==> src/rtl/alu_share_arbiter_if.sv <==
// Signal bundle between the two issue ports, the shared ALU/flags datapath and the arbiter.
// Defining ALU_ARB_STICKY_EN adds the per-requester sticky {carry,overflow} signals.
interface alu_share_arbiter_if #(
    parameter int WIDTH = 32
);
    // Request handshake: a transfer happens at a rising edge where valid & ready are both 1;
    // while valid is high and ready is low the requester holds a/b/sel stable.
    logic             req0_valid;
    logic             req0_ready;
    logic [WIDTH-1:0] req0_a;
    logic [WIDTH-1:0] req0_b;
    logic [3:0]       req0_sel;
    logic             req1_valid;
    logic             req1_ready;
    logic [WIDTH-1:0] req1_a;
    logic [WIDTH-1:0] req1_b;
    logic [3:0]       req1_sel;

    logic             alu_issue;
    logic [WIDTH-1:0] alu_a;
    logic [WIDTH-1:0] alu_b;
    logic [3:0]       alu_sel;
    logic [WIDTH-1:0] alu_result;
    logic [4:0]       alu_flags;

    logic             rsp0_valid;
    logic [WIDTH-1:0] rsp0_result;
    logic [4:0]       rsp0_flags;
    logic             rsp1_valid;
    logic [WIDTH-1:0] rsp1_result;
    logic [4:0]       rsp1_flags;
`ifdef ALU_ARB_STICKY_EN
    logic             sticky0_clr;
    logic             sticky1_clr;
    logic [1:0]       sticky0;
    logic [1:0]       sticky1;
`endif

    modport slave (
        input  req0_valid, req0_a, req0_b, req0_sel,
        input  req1_valid, req1_a, req1_b, req1_sel,
        output req0_ready, req1_ready,
        output alu_issue, alu_a, alu_b, alu_sel,
        input  alu_result, alu_flags,
        output rsp0_valid, rsp0_result, rsp0_flags,
        output rsp1_valid, rsp1_result, rsp1_flags
`ifdef ALU_ARB_STICKY_EN
        ,
        input  sticky0_clr, sticky1_clr,
        output sticky0, sticky1
`endif
    );

    modport master (
        output req0_valid, req0_a, req0_b, req0_sel,
        output req1_valid, req1_a, req1_b, req1_sel,
        input  req0_ready, req1_ready,
        input  alu_issue, alu_a, alu_b, alu_sel,
        output alu_result, alu_flags,
        input  rsp0_valid, rsp0_result, rsp0_flags,
        input  rsp1_valid, rsp1_result, rsp1_flags
`ifdef ALU_ARB_STICKY_EN
        ,
        output sticky0_clr, sticky1_clr,
        input  sticky0, sticky1
`endif
    );
endinterface

==> src/rtl/alu_share_arbiter.sv <==
// Round-robin sharing of one ALU + flags unit between two requesters, with response routing.
// Optional feature macro: ALU_ARB_STICKY_EN (sticky {carry,overflow} accumulators per requester).
module alu_share_arbiter #(
    parameter int WIDTH   = 32,
    parameter int ALU_LAT = 1
) (
    input  logic               clk,
    input  logic               rst_n,
    alu_share_arbiter_if.slave bus_io
);

    logic               ready0;
    logic               ready1;
    logic               hs_any;
    logic               hs_id;
    logic               last_q, last_d;
    logic [WIDTH-1:0]   a_q, a_d;
    logic [WIDTH-1:0]   b_q, b_d;
    logic [3:0]         sel_q, sel_d;
    logic [ALU_LAT-1:0] tag_v_q, tag_v_d;
    logic [ALU_LAT-1:0] tag_id_q, tag_id_d;
    logic               done;
    logic               done_id;
    logic               rsp0_v_q, rsp0_v_d;
    logic               rsp1_v_q, rsp1_v_d;
    logic [WIDTH-1:0]   rsp0_res_q, rsp0_res_d;
    logic [WIDTH-1:0]   rsp1_res_q, rsp1_res_d;
    logic [4:0]         rsp0_fl_q, rsp0_fl_d;
    logic [4:0]         rsp1_fl_q, rsp1_fl_d;

    // last_q holds the id granted most recently; it resets to 1 so req0 wins the first tie.
    always_comb begin
        ready0 = rst_n & bus_io.req0_valid & (~bus_io.req1_valid | last_q);
        ready1 = rst_n & bus_io.req1_valid & (~bus_io.req0_valid | ~last_q);
        hs_any = ready0 | ready1;
        hs_id  = ready1;
        last_d = hs_any ? hs_id : last_q;

        a_d   = a_q;
        b_d   = b_q;
        sel_d = sel_q;
        if (hs_any) begin
            a_d   = hs_id ? bus_io.req1_a   : bus_io.req0_a;
            b_d   = hs_id ? bus_io.req1_b   : bus_io.req0_b;
            sel_d = hs_id ? bus_io.req1_sel : bus_io.req0_sel;
        end

        tag_v_d     = '0;
        tag_id_d    = '0;
        tag_v_d[0]  = hs_any;
        tag_id_d[0] = hs_id;
        for (int k = 1; k < ALU_LAT; k++) begin
            tag_v_d[k]  = tag_v_q[k-1];
            tag_id_d[k] = tag_id_q[k-1];
        end

        // The oldest tag marks the edge at which the ALU output belongs to that requester.
        done     = tag_v_q[ALU_LAT-1];
        done_id  = tag_id_q[ALU_LAT-1];
        rsp0_v_d = done & ~done_id;
        rsp1_v_d = done & done_id;

        rsp0_res_d = rsp0_res_q;
        rsp0_fl_d  = rsp0_fl_q;
        rsp1_res_d = rsp1_res_q;
        rsp1_fl_d  = rsp1_fl_q;
        if (rsp0_v_d) begin
            rsp0_res_d = bus_io.alu_result;
            rsp0_fl_d  = bus_io.alu_flags;
        end
        if (rsp1_v_d) begin
            rsp1_res_d = bus_io.alu_result;
            rsp1_fl_d  = bus_io.alu_flags;
        end
    end

    always_ff @(posedge clk or negedge rst_n) begin
        if (!rst_n) begin
            last_q     <= 1'b1;
            a_q        <= '0;
            b_q        <= '0;
            sel_q      <= '0;
            tag_v_q    <= '0;
            tag_id_q   <= '0;
            rsp0_v_q   <= 1'b0;
            rsp1_v_q   <= 1'b0;
            rsp0_res_q <= '0;
            rsp1_res_q <= '0;
            rsp0_fl_q  <= '0;
            rsp1_fl_q  <= '0;
        end else begin
            last_q     <= last_d;
            a_q        <= a_d;
            b_q        <= b_d;
            sel_q      <= sel_d;
            tag_v_q    <= tag_v_d;
            tag_id_q   <= tag_id_d;
            rsp0_v_q   <= rsp0_v_d;
            rsp1_v_q   <= rsp1_v_d;
            rsp0_res_q <= rsp0_res_d;
            rsp1_res_q <= rsp1_res_d;
            rsp0_fl_q  <= rsp0_fl_d;
            rsp1_fl_q  <= rsp1_fl_d;
        end
    end

    assign bus_io.req0_ready  = ready0;
    assign bus_io.req1_ready  = ready1;
    assign bus_io.alu_issue   = tag_v_q[0];
    assign bus_io.alu_a       = a_q;
    assign bus_io.alu_b       = b_q;
    assign bus_io.alu_sel     = sel_q;
    assign bus_io.rsp0_valid  = rsp0_v_q;
    assign bus_io.rsp0_result = rsp0_res_q;
    assign bus_io.rsp0_flags  = rsp0_fl_q;
    assign bus_io.rsp1_valid  = rsp1_v_q;
    assign bus_io.rsp1_result = rsp1_res_q;
    assign bus_io.rsp1_flags  = rsp1_fl_q;

`ifdef ALU_ARB_STICKY_EN
    logic [1:0] sticky0_q, sticky0_d;
    logic [1:0] sticky1_q, sticky1_d;

    // Clear is applied before the arriving response's {carry,overflow} bits are merged.
    always_comb begin
        sticky0_d = bus_io.sticky0_clr ? 2'b00 : sticky0_q;
        sticky1_d = bus_io.sticky1_clr ? 2'b00 : sticky1_q;
        if (rsp0_v_d) sticky0_d = sticky0_d | bus_io.alu_flags[4:3];
        if (rsp1_v_d) sticky1_d = sticky1_d | bus_io.alu_flags[4:3];
    end

    always_ff @(posedge clk or negedge rst_n) begin
        if (!rst_n) begin
            sticky0_q <= 2'b00;
            sticky1_q <= 2'b00;
        end else begin
            sticky0_q <= sticky0_d;
            sticky1_q <= sticky1_d;
        end
    end

    assign bus_io.sticky0 = sticky0_q;
    assign bus_io.sticky1 = sticky1_q;
`endif

endmodule
==> src/flat_wrapper.sv <==
// flat-port wrapper written by rule: the top's interface ports become plain ports
module alu_share_arbiter_flat 
#(
    parameter int WIDTH   = 32,
    parameter int ALU_LAT = 1
)
  (clk, rst_n, bus_io_req0_valid, bus_io_req0_a, bus_io_req0_b, bus_io_req0_sel, bus_io_req1_valid, bus_io_req1_a, bus_io_req1_b, bus_io_req1_sel, bus_io_req0_ready, bus_io_req1_ready, bus_io_alu_issue, bus_io_alu_a, bus_io_alu_b, bus_io_alu_sel, bus_io_alu_result, bus_io_alu_flags, bus_io_rsp0_valid, bus_io_rsp0_result, bus_io_rsp0_flags, bus_io_rsp1_valid, bus_io_rsp1_result, bus_io_rsp1_flags);
  alu_share_arbiter_if #(.WIDTH(WIDTH)) bus_io_i ();
  input  logic clk;
  input  logic rst_n;
  input wire logic [$bits(bus_io_i.req0_valid)-1:0] bus_io_req0_valid;
  input wire logic [$bits(bus_io_i.req0_a)-1:0] bus_io_req0_a;
  input wire logic [$bits(bus_io_i.req0_b)-1:0] bus_io_req0_b;
  input wire logic [$bits(bus_io_i.req0_sel)-1:0] bus_io_req0_sel;
  input wire logic [$bits(bus_io_i.req1_valid)-1:0] bus_io_req1_valid;
  input wire logic [$bits(bus_io_i.req1_a)-1:0] bus_io_req1_a;
  input wire logic [$bits(bus_io_i.req1_b)-1:0] bus_io_req1_b;
  input wire logic [$bits(bus_io_i.req1_sel)-1:0] bus_io_req1_sel;
  output wire logic [$bits(bus_io_i.req0_ready)-1:0] bus_io_req0_ready;
  output wire logic [$bits(bus_io_i.req1_ready)-1:0] bus_io_req1_ready;
  output wire logic [$bits(bus_io_i.alu_issue)-1:0] bus_io_alu_issue;
  output wire logic [$bits(bus_io_i.alu_a)-1:0] bus_io_alu_a;
  output wire logic [$bits(bus_io_i.alu_b)-1:0] bus_io_alu_b;
  output wire logic [$bits(bus_io_i.alu_sel)-1:0] bus_io_alu_sel;
  input wire logic [$bits(bus_io_i.alu_result)-1:0] bus_io_alu_result;
  input wire logic [$bits(bus_io_i.alu_flags)-1:0] bus_io_alu_flags;
  output wire logic [$bits(bus_io_i.rsp0_valid)-1:0] bus_io_rsp0_valid;
  output wire logic [$bits(bus_io_i.rsp0_result)-1:0] bus_io_rsp0_result;
  output wire logic [$bits(bus_io_i.rsp0_flags)-1:0] bus_io_rsp0_flags;
  output wire logic [$bits(bus_io_i.rsp1_valid)-1:0] bus_io_rsp1_valid;
  output wire logic [$bits(bus_io_i.rsp1_result)-1:0] bus_io_rsp1_result;
  output wire logic [$bits(bus_io_i.rsp1_flags)-1:0] bus_io_rsp1_flags;
  assign bus_io_i.req0_valid = bus_io_req0_valid;
  assign bus_io_i.req0_a = bus_io_req0_a;
  assign bus_io_i.req0_b = bus_io_req0_b;
  assign bus_io_i.req0_sel = bus_io_req0_sel;
  assign bus_io_i.req1_valid = bus_io_req1_valid;
  assign bus_io_i.req1_a = bus_io_req1_a;
  assign bus_io_i.req1_b = bus_io_req1_b;
  assign bus_io_i.req1_sel = bus_io_req1_sel;
  assign bus_io_req0_ready = bus_io_i.req0_ready;
  assign bus_io_req1_ready = bus_io_i.req1_ready;
  assign bus_io_alu_issue = bus_io_i.alu_issue;
  assign bus_io_alu_a = bus_io_i.alu_a;
  assign bus_io_alu_b = bus_io_i.alu_b;
  assign bus_io_alu_sel = bus_io_i.alu_sel;
  assign bus_io_i.alu_result = bus_io_alu_result;
  assign bus_io_i.alu_flags = bus_io_alu_flags;
  assign bus_io_rsp0_valid = bus_io_i.rsp0_valid;
  assign bus_io_rsp0_result = bus_io_i.rsp0_result;
  assign bus_io_rsp0_flags = bus_io_i.rsp0_flags;
  assign bus_io_rsp1_valid = bus_io_i.rsp1_valid;
  assign bus_io_rsp1_result = bus_io_i.rsp1_result;
  assign bus_io_rsp1_flags = bus_io_i.rsp1_flags;
  alu_share_arbiter #(.WIDTH(WIDTH), .ALU_LAT(ALU_LAT)) u_core (.clk(clk), .rst_n(rst_n), .bus_io(bus_io_i));
endmodule
==> config.mk <==
export PLATFORM = sky130hd
export DESIGN_NAME = alu_share_arbiter_flat
export DESIGN_NICKNAME = d
export VERILOG_FILES = /design/src/rtl/alu_share_arbiter_if.sv /design/src/rtl/alu_share_arbiter.sv /design/src/flat_wrapper.sv
export SDC_FILE = /design/constraint.sdc
export NUM_CORES = 1
export LEC_CHECK = 0
export CAP_MARGIN = 20
export CORE_MARGIN = 2
export CORE_UTILIZATION = 40
export DETAILED_ROUTE_END_ITERATION = 10
export MAX_ROUTING_LAYER = met4
export PLACE_DENSITY = 0.77
export SYNTH_ARGS = -nofsm -noshare
export SYNTH_HDL_FRONTEND = slang
export SYNTH_SLANG_ARGS = --single-unit
export TNS_END_PERCENT = 5
==> constraint.sdc <==
create_clock -name clk -period 1.9 [get_ports clk]
set_input_delay 0.57 -clock clk [delete_from_list [all_inputs] [get_ports clk]]
set_output_delay 0.57 -clock clk [all_outputs]
set_load 0.005 [all_outputs]
# Word-level counts from Yosys, hierarchy flattened
# Index checks and enable logic that the tools add are counted.
word_totals:
  regBits: 147
  input_bits: 177
  out_inout_bits: 147
  wordCells: 28
op_classes:
  muxes: 3
  n_bitwise: 13
op_table:
  columns: ["cell", "n"]
  rows:
  - ["$mux W32", 2]
  - ["$and A1 B1 Y1", 6]
  - ["$mux W4", 1]
  - ["$not A1 Y1", 4]
  - ["$or A1 B1 Y1", 3]

# Depth between registers and ports, before layout
# Gate-level depths: netlist (run 1).
logic_depth:
  ltp_word: 4
  ltp_mapped: 6
  depth_no_buf: 3

# Worst setup path before layout (run 1)
# OpenSTA, ideal clock, no wires.
synth_path:
  path_type: "input to output"
  start: "input port bus_io_req0_valid"
  end: "output port bus_io_req1_ready"
  t_arrival_ps: 1037
  required_time_ps: 1330
  slack_ps: 293
  stages: 3
  path_buffers: 1
  cell_sequence: "and2_2 > clkbuf_2 > nor2_1"
synth_via:
  elab_chain_len: 3
synth_rtl:
  columns: ["item", "line_no", "text"]
  rows:
  - ["from (decl)", "flat_wrapper.sv:11", "input wire logic [$bits(bus_io_i.req0_valid)-1:0] bus_io_req0_valid;"]
  - ["$not A1 Y1", "alu_share_arbiter.sv:34", "ready1 = rst_n & bus_io.req1_valid & (~bus_io.req0_valid | ~last_q);"]
  - ["$or A1 B1 Y1", "alu_share_arbiter.sv:34", null]
  - ["$and A1 B1 Y1", "alu_share_arbiter.sv:34", null]
  - ["to (decl)", "flat_wrapper.sv:20", "output wire logic [$bits(bus_io_i.req1_ready)-1:0] bus_io_req1_ready;"]
# Every way passes these cells.

# Worst setup path in the final report (run 1)
layout_path:
  start: "register u_core.rsp1_res_q[5] (netlist: u_core.bus_io.rsp1_result[5])"
  end: "output port bus_io_rsp1_result[5]"
layout_lines:
  columns: ["item", "line_no", "text"]
  rows:
  - ["from (decl)", "alu_share_arbiter.sv:27", "logic [WIDTH-1:0] rsp1_res_q, rsp1_res_d;"]
  - ["from (signal assigned)", "alu_share_arbiter.sv:101", "rsp1_res_q <= rsp1_res_d;"]
  - ["to (decl)", "flat_wrapper.sv:31", "output wire logic [$bits(bus_io_i.rsp1_result)-1:0] bus_io_rsp1_result;"]
# No word-level cell between the ends.

==> results.ini, run 1 <==
[run_status]
outcome = finished clean

[worst_setup_path]
required_ns = 1.33
start_kind = register
critPathTopFamily = buffers and inverters
cpMaxStageDelayCell = clkdlybuf4s50_1
r2r_setup_slack_ns = 0.19
worstPathCellList = clkdlybuf4s50_1
r2r-end = u_core.bus_io.alu_b[25]$_DFFE_PN0P_
worst_r2r_startpoint = u_core.last_q$_DFFE_PN1P_
cp_num_buf_inv = 1
end_kind = output pin
critPathKind = register to output pin
critical-path-max-stage-delay_ns = 0.52
cp_data_arrival_time_ns = 1.30
reg2regPathDepth = 5
crit_fanout = 2

[global_routing]
antenna_found_initial = 3
grt_start_max_net_pins = 62
grt_pass1_wl_mm = 30.79
gr-total-overflow = 0
grtUsageTotal_pct = 24.94
grt_pass1_vias = 5914

[detailed_routing]
drc = 0
firstDrtPassIters = 7
ant_nets = 0
via_count = 5828
wl_per_cell_um = 18.61
drt-vias-per-instance = 5.298
wl_mm = 20.47
drt_iter0_drc = 406

[timing]
min_period_ns = 1.870
hold_viol = 0
setup_viol = 0
skew_ns = 0.008275
finalCritPeriodShare_pct = 98.44
slew_viol_final = 0
max_freq_ghz = 0.5347
relSlewSlack_pct = 53.25
worst_slew_pin_slew_ns = 0.7012

[clocking]
cts_hold_buf = 0
clk_path_buf_depth = 2
clock_sinks = 147
insertion_delay_ns = 0.42
cts_tree = built
cts_root_buf = clkbuf_16
htree_levels = 4
clk_pin_slew_ns = 0.07
cts_made_buffers = 17

[placed_design]
dpl.hpwl_mm = 14.66
gp_congestion = 0.8515
io_buffers = 323
place_inst = 1061
dpl_cell_area_um2 = 9691

[floorplanning]
dieArea_um2 = 16660
core-area_um2 = 15260
fp.dieW_um = 129.1
rows = 45
initial_core_util_pct = 41.01
die_y_um = 129.1
pin_count = 324

[cells_and_area]
drive_gt1_share_pct = 15.91
seqCellArea_um2 = 3680
syn_to_final_growth_pct = 67.47
fillCellCount = 1128
stdcell_count = 1100
nets = 1050
multi_input_area_um2 = 2283
stdcell_area_um2 = 10480

[synthesis]
synth.top_cell.area_share_pct = 58.39
synth_edf_count = 0
synth_top_cells_by_count = dfrtp_1 (146), mux2_2 (74), nor2_1 (69)
synth-main-ff-cell = dfrtp_1
yosysSeqAreaShare_pct = 58.81
ys_seq_elements = 147
yosys.area.top_type = dfrtp_1
netlist_instances = 560
ys_async_sr_fraction_pct = 100.0
ys_top_cells_by_area = dfrtp_1 (58%), mux2_2 (13%), a31oi_1 (6.8%), nand3_1 (5.4%), o21ai_0 (4.7%)
syn-cell-area_um2 = 6257
ys_warn_count = 0
synth_cell_types = 22
avgSynthCellArea_um2 = 11.17
yosysMostFrequentCell = dfrtp_1
synth_nets = 737

[power]
powerDensity_nw_per_um2 = 982.4
irDropWorstVdd_uv = 590.1
power_leakage_nw = 4.480

[min_path]
hold_path_class = primary input to asynchronous set/reset pin

[flow_run]
maxCapViolations = 0

[cells by family after synthesis]
logic type	count (synthesis)	share of synthesized area, %
AOI/OAI and AO/OA	139	12.52
muxes	74	13.32
and+or+nand+nor	145	10.24
DFF	147	58.81
buffers and inverters	55	5.119
[metal layers]
metal | share of wire, % | vias up | global-route usage (%) | routed length [um]
li1 | - | 2644 | - | -
met1 | 37 | 2797 | 28.22 | 7675
met2 | 50 | 339 | 41.15 | 10230
met3 | 9.5 | 48 | 7.597 | 1944
met4 | 3.0 | 0 | 10.81 | 618
met5 | 0 | - | - | 0
[cells in the final DEF, fill, tap and decap left out, types with 4 or more instances in the layout]
master	Yosys	routed
bufinv_16	0	4
nand3_1	68	68
buf_12	0	7
dlygate4sd2_1	0	8
clkbuf_16	0	17
buf_4	3	15
o21ai_0	59	59
a31oi_1	68	68
clkdlybuf4s50_1	0	270
dfrtp_1	146	146
dlymetal6s2s_1	0	42
mux2_2	74	74
nor2_1	69	68
o21ai_1	10	10
inv_6	0	4
[where the power goes]
group          switching [mW]  internal (mW)  total, mW  leakage, nW
registers               0.303           3.69       4.00         1.69
logic                   0.962           1.68       2.64         2.48
clock network            1.36           2.29       3.66        0.311
total                    2.63           7.67       10.3         4.48
[worst max-delay path by stage]
stage / start / end / slack [ns] / cells after the start
floorplan: bus_io_req0_valid / bus_io_req1_ready / 0.29 / 3
global placement: bus_io_req0_valid / bus_io_req1_ready / -0.61 / 4
detailed placement: bus_io_req0_valid / bus_io_req1_ready / -0.67 / 4
CTS: u_core.bus_io.alu_b[4]$_DFFE_PN0P_ / bus_io_alu_b[4] / 0.007 / 1
global route: u_core.bus_io.rsp0_result[18]$_DFFE_PN0P_ / bus_io_rsp0_result[18] / -0.005 / 1
finish: u_core.bus_io.rsp1_result[5]$_DFFE_PN0P_ / bus_io_rsp1_result[5] / 0.03 / 1
[repair_timing]
| action | CTS | global route |
|---|---|---|
| buffers inserted | 4 | 0 |
| resized for setup | 19 | 44 |
| setup endpoints to repair | 9 | 52 |
| gates cloned | 0 | 0 |
| pin swaps | 1 | 1 |
[per-stage QoR]
step / total power [mW] / util [%] / setup WS (ns) / hold slack (ns) / setup TNS [ns]
finish: 10.29 / 68.68 / 0.02964 / 0.3288 / 0
global route: 10.75 / 68.68 / -0.004592 / 0.4051 / -0.006391
CTS: 10.41 / 67.89 / 0.006867 / 0.3437 / 0
detailed placement: 6.729 / 63.51 / -0.6743 / 0.4917 / -24.82
global placement: 6.636 / 63.51 / -0.6074 / 0.4866 / -21.34
floorplan: 4.881 / - / 0.2926 / 0.2744 / 0
[registers in the layout, summed over array words and instances (netlist names)]
register                   flops
u_core.bus_io.alu_a           32
u_core.bus_io.alu_b           32
u_core.bus_io.rsp0_result     32
u_core.bus_io.rsp1_result     32
u_core.bus_io.rsp0_flags       5
u_core.bus_io.rsp1_flags       5
u_core.bus_io.alu_sel          4
u_core.bus_io.alu_issue        1
u_core.bus_io.rsp0_valid       1
u_core.bus_io.rsp1_valid       1
u_core.done_id                 1
u_core.last_q                  1
[layout make-up]
class / instances / share of cell area [%]
clock inverters: 13 / 1.875
well taps: 211 / 2.519
flip-flops and latches: 147 / 35.12
repair buffers: 346 / 34.20
inverters: 3 / 0.1075
clock buffers: 19 / 4.322
diodes: 3 / 0.07164
multi-input cells: 358 / 21.79
Note: power is estimated with default switching activity, not from simulation.
==> inputs of run 2 (changes only) <==
--- a/config.mk
+++ b/config.mk
@@ -5,12 +5,13 @@
 export SDC_FILE = /design/constraint.sdc
 export NUM_CORES = 1
 export LEC_CHECK = 0
+export ABC_AREA = 1
 export CAP_MARGIN = 20
 export CORE_MARGIN = 2
 export CORE_UTILIZATION = 40
 export DETAILED_ROUTE_END_ITERATION = 10
 export MAX_ROUTING_LAYER = met4
-export PLACE_DENSITY = 0.77
+export PLACE_DENSITY = 0.76
 export SYNTH_ARGS = -nofsm -noshare
 export SYNTH_HDL_FRONTEND = slang
 export SYNTH_SLANG_ARGS = --single-unit
==> run 2 against run 1 <==
Register-to-register slack better by 0.02 ns. Area after synthesis increased by 3.0%. Clock power decreased by 14%. Sequential cell count did not move. Wire length is 1.1% higher. Clock skew up 0.0016 ns. Combinational power decreased by 5%. Fmax increased by 0.41%. Via count increased by 9.1%. Utilization is 2.3 points lower. Largest cell class unchanged. Highest routed layer unchanged.
==> results.ini, run 2 <==
[placed_design]
dpl.hpwl_mm = 14.50  ; -1.0%
gp_congestion = 0.8820  ; +3.6%
io_buffers = 323  ; unchanged
place_inst = 1314  ; +24%

[timing]
worst_slew_pin_slew_ns = 0.8493  ; +0.1481 ns
relSlewSlack_pct = 43.38  ; -9.9 points
finalCritPeriodShare_pct = 98.04  ; -0.40 points
max_freq_ghz = 0.5369  ; +0.41%
setup_viol = 0  ; unchanged
hold_viol = 0  ; unchanged
tns_ns = 0  ; unchanged
slew_viol_final = 0  ; unchanged
min_period_ns = 1.863  ; -0.007675 ns
skew_ns = 0.009871  ; +0.001596 ns

[worst_setup_path]
critical-path-max-stage-delay_ns = 0.51  ; about the same
r2r-end = u_core.bus_io.alu_a[24]$_DFFE_PN0P_
required_ns = 1.33  ; about the same
worst_r2r_startpoint = u_core.last_q$_DFFE_PN1P_
cpMaxStageDelayCell = clkdlybuf4s50_1
reg2regPathDepth = 7  ; +2
worstPathCellList = clkdlybuf4s50_1
critPathTopFamily = buffers and inverters
cp_num_buf_inv = 1  ; unchanged
crit_fanout = 2  ; unchanged
critPathKind = register to output pin
start_kind = register
cp_data_arrival_time_ns = 1.29  ; about the same
end_kind = output pin
r2r_setup_slack_ns = 0.21  ; +0.02 ns

[synthesis]
synth-main-ff-cell = dfrtp_1
synth_top_cells_by_count = nand2_1 (417), dfrtp_1 (146), o21ai_1 (75)
synth_nets = 984  ; +34%
synth.top_cell.area_share_pct = 56.67  ; -1.7 points
synth_edf_count = 0  ; unchanged
yosysSeqAreaShare_pct = 57.07  ; -1.7 points
yosys.area.top_type = dfrtp_1
yosysMostFrequentCell = nand2_1
ys_async_sr_fraction_pct = 100.0  ; unchanged
ys_warn_count = 0  ; unchanged
avgSynthCellArea_um2 = 7.989  ; -28%
netlist_instances = 807  ; +44%
synth_cell_types = 15  ; -32%
ys_seq_elements = 147  ; unchanged
syn-cell-area_um2 = 6447  ; +3.0%
ys_top_cells_by_area = dfrtp_1 (57%), nand2_1 (24%), o21ai_1 (5.8%), nand3_1 (5.3%), inv_1 (2.3%)

[clocking]
cts_root_buf = clkbuf_16
cts_made_buffers = 17  ; unchanged
clock_sinks = 147  ; unchanged
htree_levels = 4  ; unchanged
cts_tree = built
clk_pin_slew_ns = 0.06  ; about the same
cts_hold_buf = 0  ; unchanged
cts_setup_buffers = 0  ; -4
clk_path_buf_depth = 2  ; unchanged
insertion_delay_ns = 0.41  ; about the same

[global_routing]
gr-total-overflow = 0  ; unchanged
grt_pass1_vias = 6122  ; +3.5%
grtUsageTotal_pct = 24.58  ; -0.36 points
antenna_found_initial = 2  ; -1
grt_pass1_wl_mm = 31.28  ; +1.6%
grt_start_max_net_pins = 80  ; +29%

[detailed_routing]
wl_met1_mm = 8.139  ; +6.0%
wl_met2_mm = 10.10  ; -1.3%
wl_per_cell_um = 15.34  ; -18%
drt-vias-per-instance = 4.719  ; -11%
drt_iter0_drc = 334  ; -18%
drc = 0  ; unchanged
via_count = 6361  ; +9.1%
ant_nets = 0  ; unchanged
top_layer_used = met4
firstDrtPassIters = 6  ; -1
met3_length_mm = 1.876  ; -3.5%
wl_mm = 20.68  ; +1.1%

[cells_and_area]
stdcell_count = 1348  ; +23%
final_cell_mix = nand2_1 (416), clkdlybuf4s50_1 (264), dfrtp_1 (146), o21ai_1 (75), nand3_1 (68)
drive_gt1_share_pct = 5.487  ; -10 points
nets = 1294  ; +23%
syn_to_final_growth_pct = 63.05
final_common_cell = nand2_1

[flow_run]
maxCapViolations = 0  ; unchanged

[floorplanning]
initial_core_util_pct = 40.74  ; -0.27 points
dieArea_um2 = 17150  ; +2.9%
pin_count = 324  ; unchanged
die_y_um = 131.0  ; +1.5%
core-area_um2 = 15830  ; +3.7%
rows = 46  ; +2.2%
fp.dieW_um = 131.0  ; +1.5%

[power]
power_leakage_nw = 5.686  ; +27%
irDropWorstVdd_uv = 599.2  ; +1.5%
powerDensity_nw_per_um2 = 914.5  ; -6.9%

[run_status]
outcome = finished clean

[min_path]
hold_path_class = primary input to asynchronous set/reset pin

-- run 2: changes by cell type after synthesis, sizes merged, moves of 3 or more --
cell	delta
a31oi	-68
o21ai	+6
nor2	-69
nand2	+415
clkbuf	-4
inv	+41
buf	+3
mux2	-74
-- run 2: what timing repair did --
| action | 4_1_cts | 5_1_grt |
|---|---|---|
| hold endpoints to repair | 0 | 0 |
| gates cloned | 0 | 0 |
| setup endpoints to repair | 12 | 45 |
| pin swaps | 2 | 0 |
| gates resized for setup | 18 | 45 |
-- run 2: cells by family after synthesis --
logic type / count (synthesis) / synth area share [%]
simple gates: 489 / 29.94
flops: 147 / 57.07
buf+inv: 95 / 7.083
compound gates: 76 / 5.899
-- run 2: final cells by class --
cell class | instances | area, um^2
clock buffer | 20 | 446.7
antenna | 2 | 5.005
sequential | 147 | 3680
fill | 1329 | 5315
multi-input combinational | 565 | 2313
inverter | 44 | 165.2
timing repair buffer | 342 | 3525
tap | 216 | 270.3
clock inverter | 12 | 107.6
-- run 2: worst max-delay path by stage --
| stage | start | to | cells after the start |
|---|---|---|---|
| final | u_core.bus_io.alu_a[9]$_DFFE_PN0P_ | bus_io_alu_a[9] | 1 |
| after global routing | u_core.bus_io.alu_a[28]$_DFFE_PN0P_ | bus_io_alu_a[28] | 1 |
| after CTS | u_core.bus_io.alu_b[29]$_DFFE_PN0P_ | bus_io_alu_b[29] | 1 |
| after detailed placement | bus_io_req1_valid | bus_io_req1_ready | 6 |
| after global placement | bus_io_req1_valid | bus_io_req1_ready | 6 |
| after floorplan | bus_io_req1_valid | bus_io_req1_ready | 5 |
-- run 2: power breakdown --
part,switching [mW],internal [mW],total (mW)
clock network,1.29,1.83,3.13
registers,0.291,3.67,3.96
logic,1.04,1.48,2.52
-- run 2: metal layers --
metal | track usage [%] | up-vias
li1 | - | 3133
met1 | 28.74 | 2919
met2 | 39.10 | 279
met3 | 8.225 | 30
met4 | 10.01 | 0
met5 | - | -
-- run 2: through the flow --
stage | hold slack [ns] | utilization, % | power, mW | setup slack, ns | instance area, um^2
5_1_grt | 0.02121 | 66.42 | 10.17 | -0.01239 | 10510
4_1_cts | 0.02097 | 65.72 | 9.764 | 0.0003364 | 10400
6_report | 0.03746 | 66.42 | 9.613 | 0.03732 | 10510
3_5_place_dp | 0.4639 | 62.35 | 6.621 | -0.4613 | 9868
2_1_floorplan | 0.2744 | - | 4.832 | 0.2954 | 6447
3_3_place_gp | 0.4614 | 62.35 | 6.567 | -0.4545 | 9868
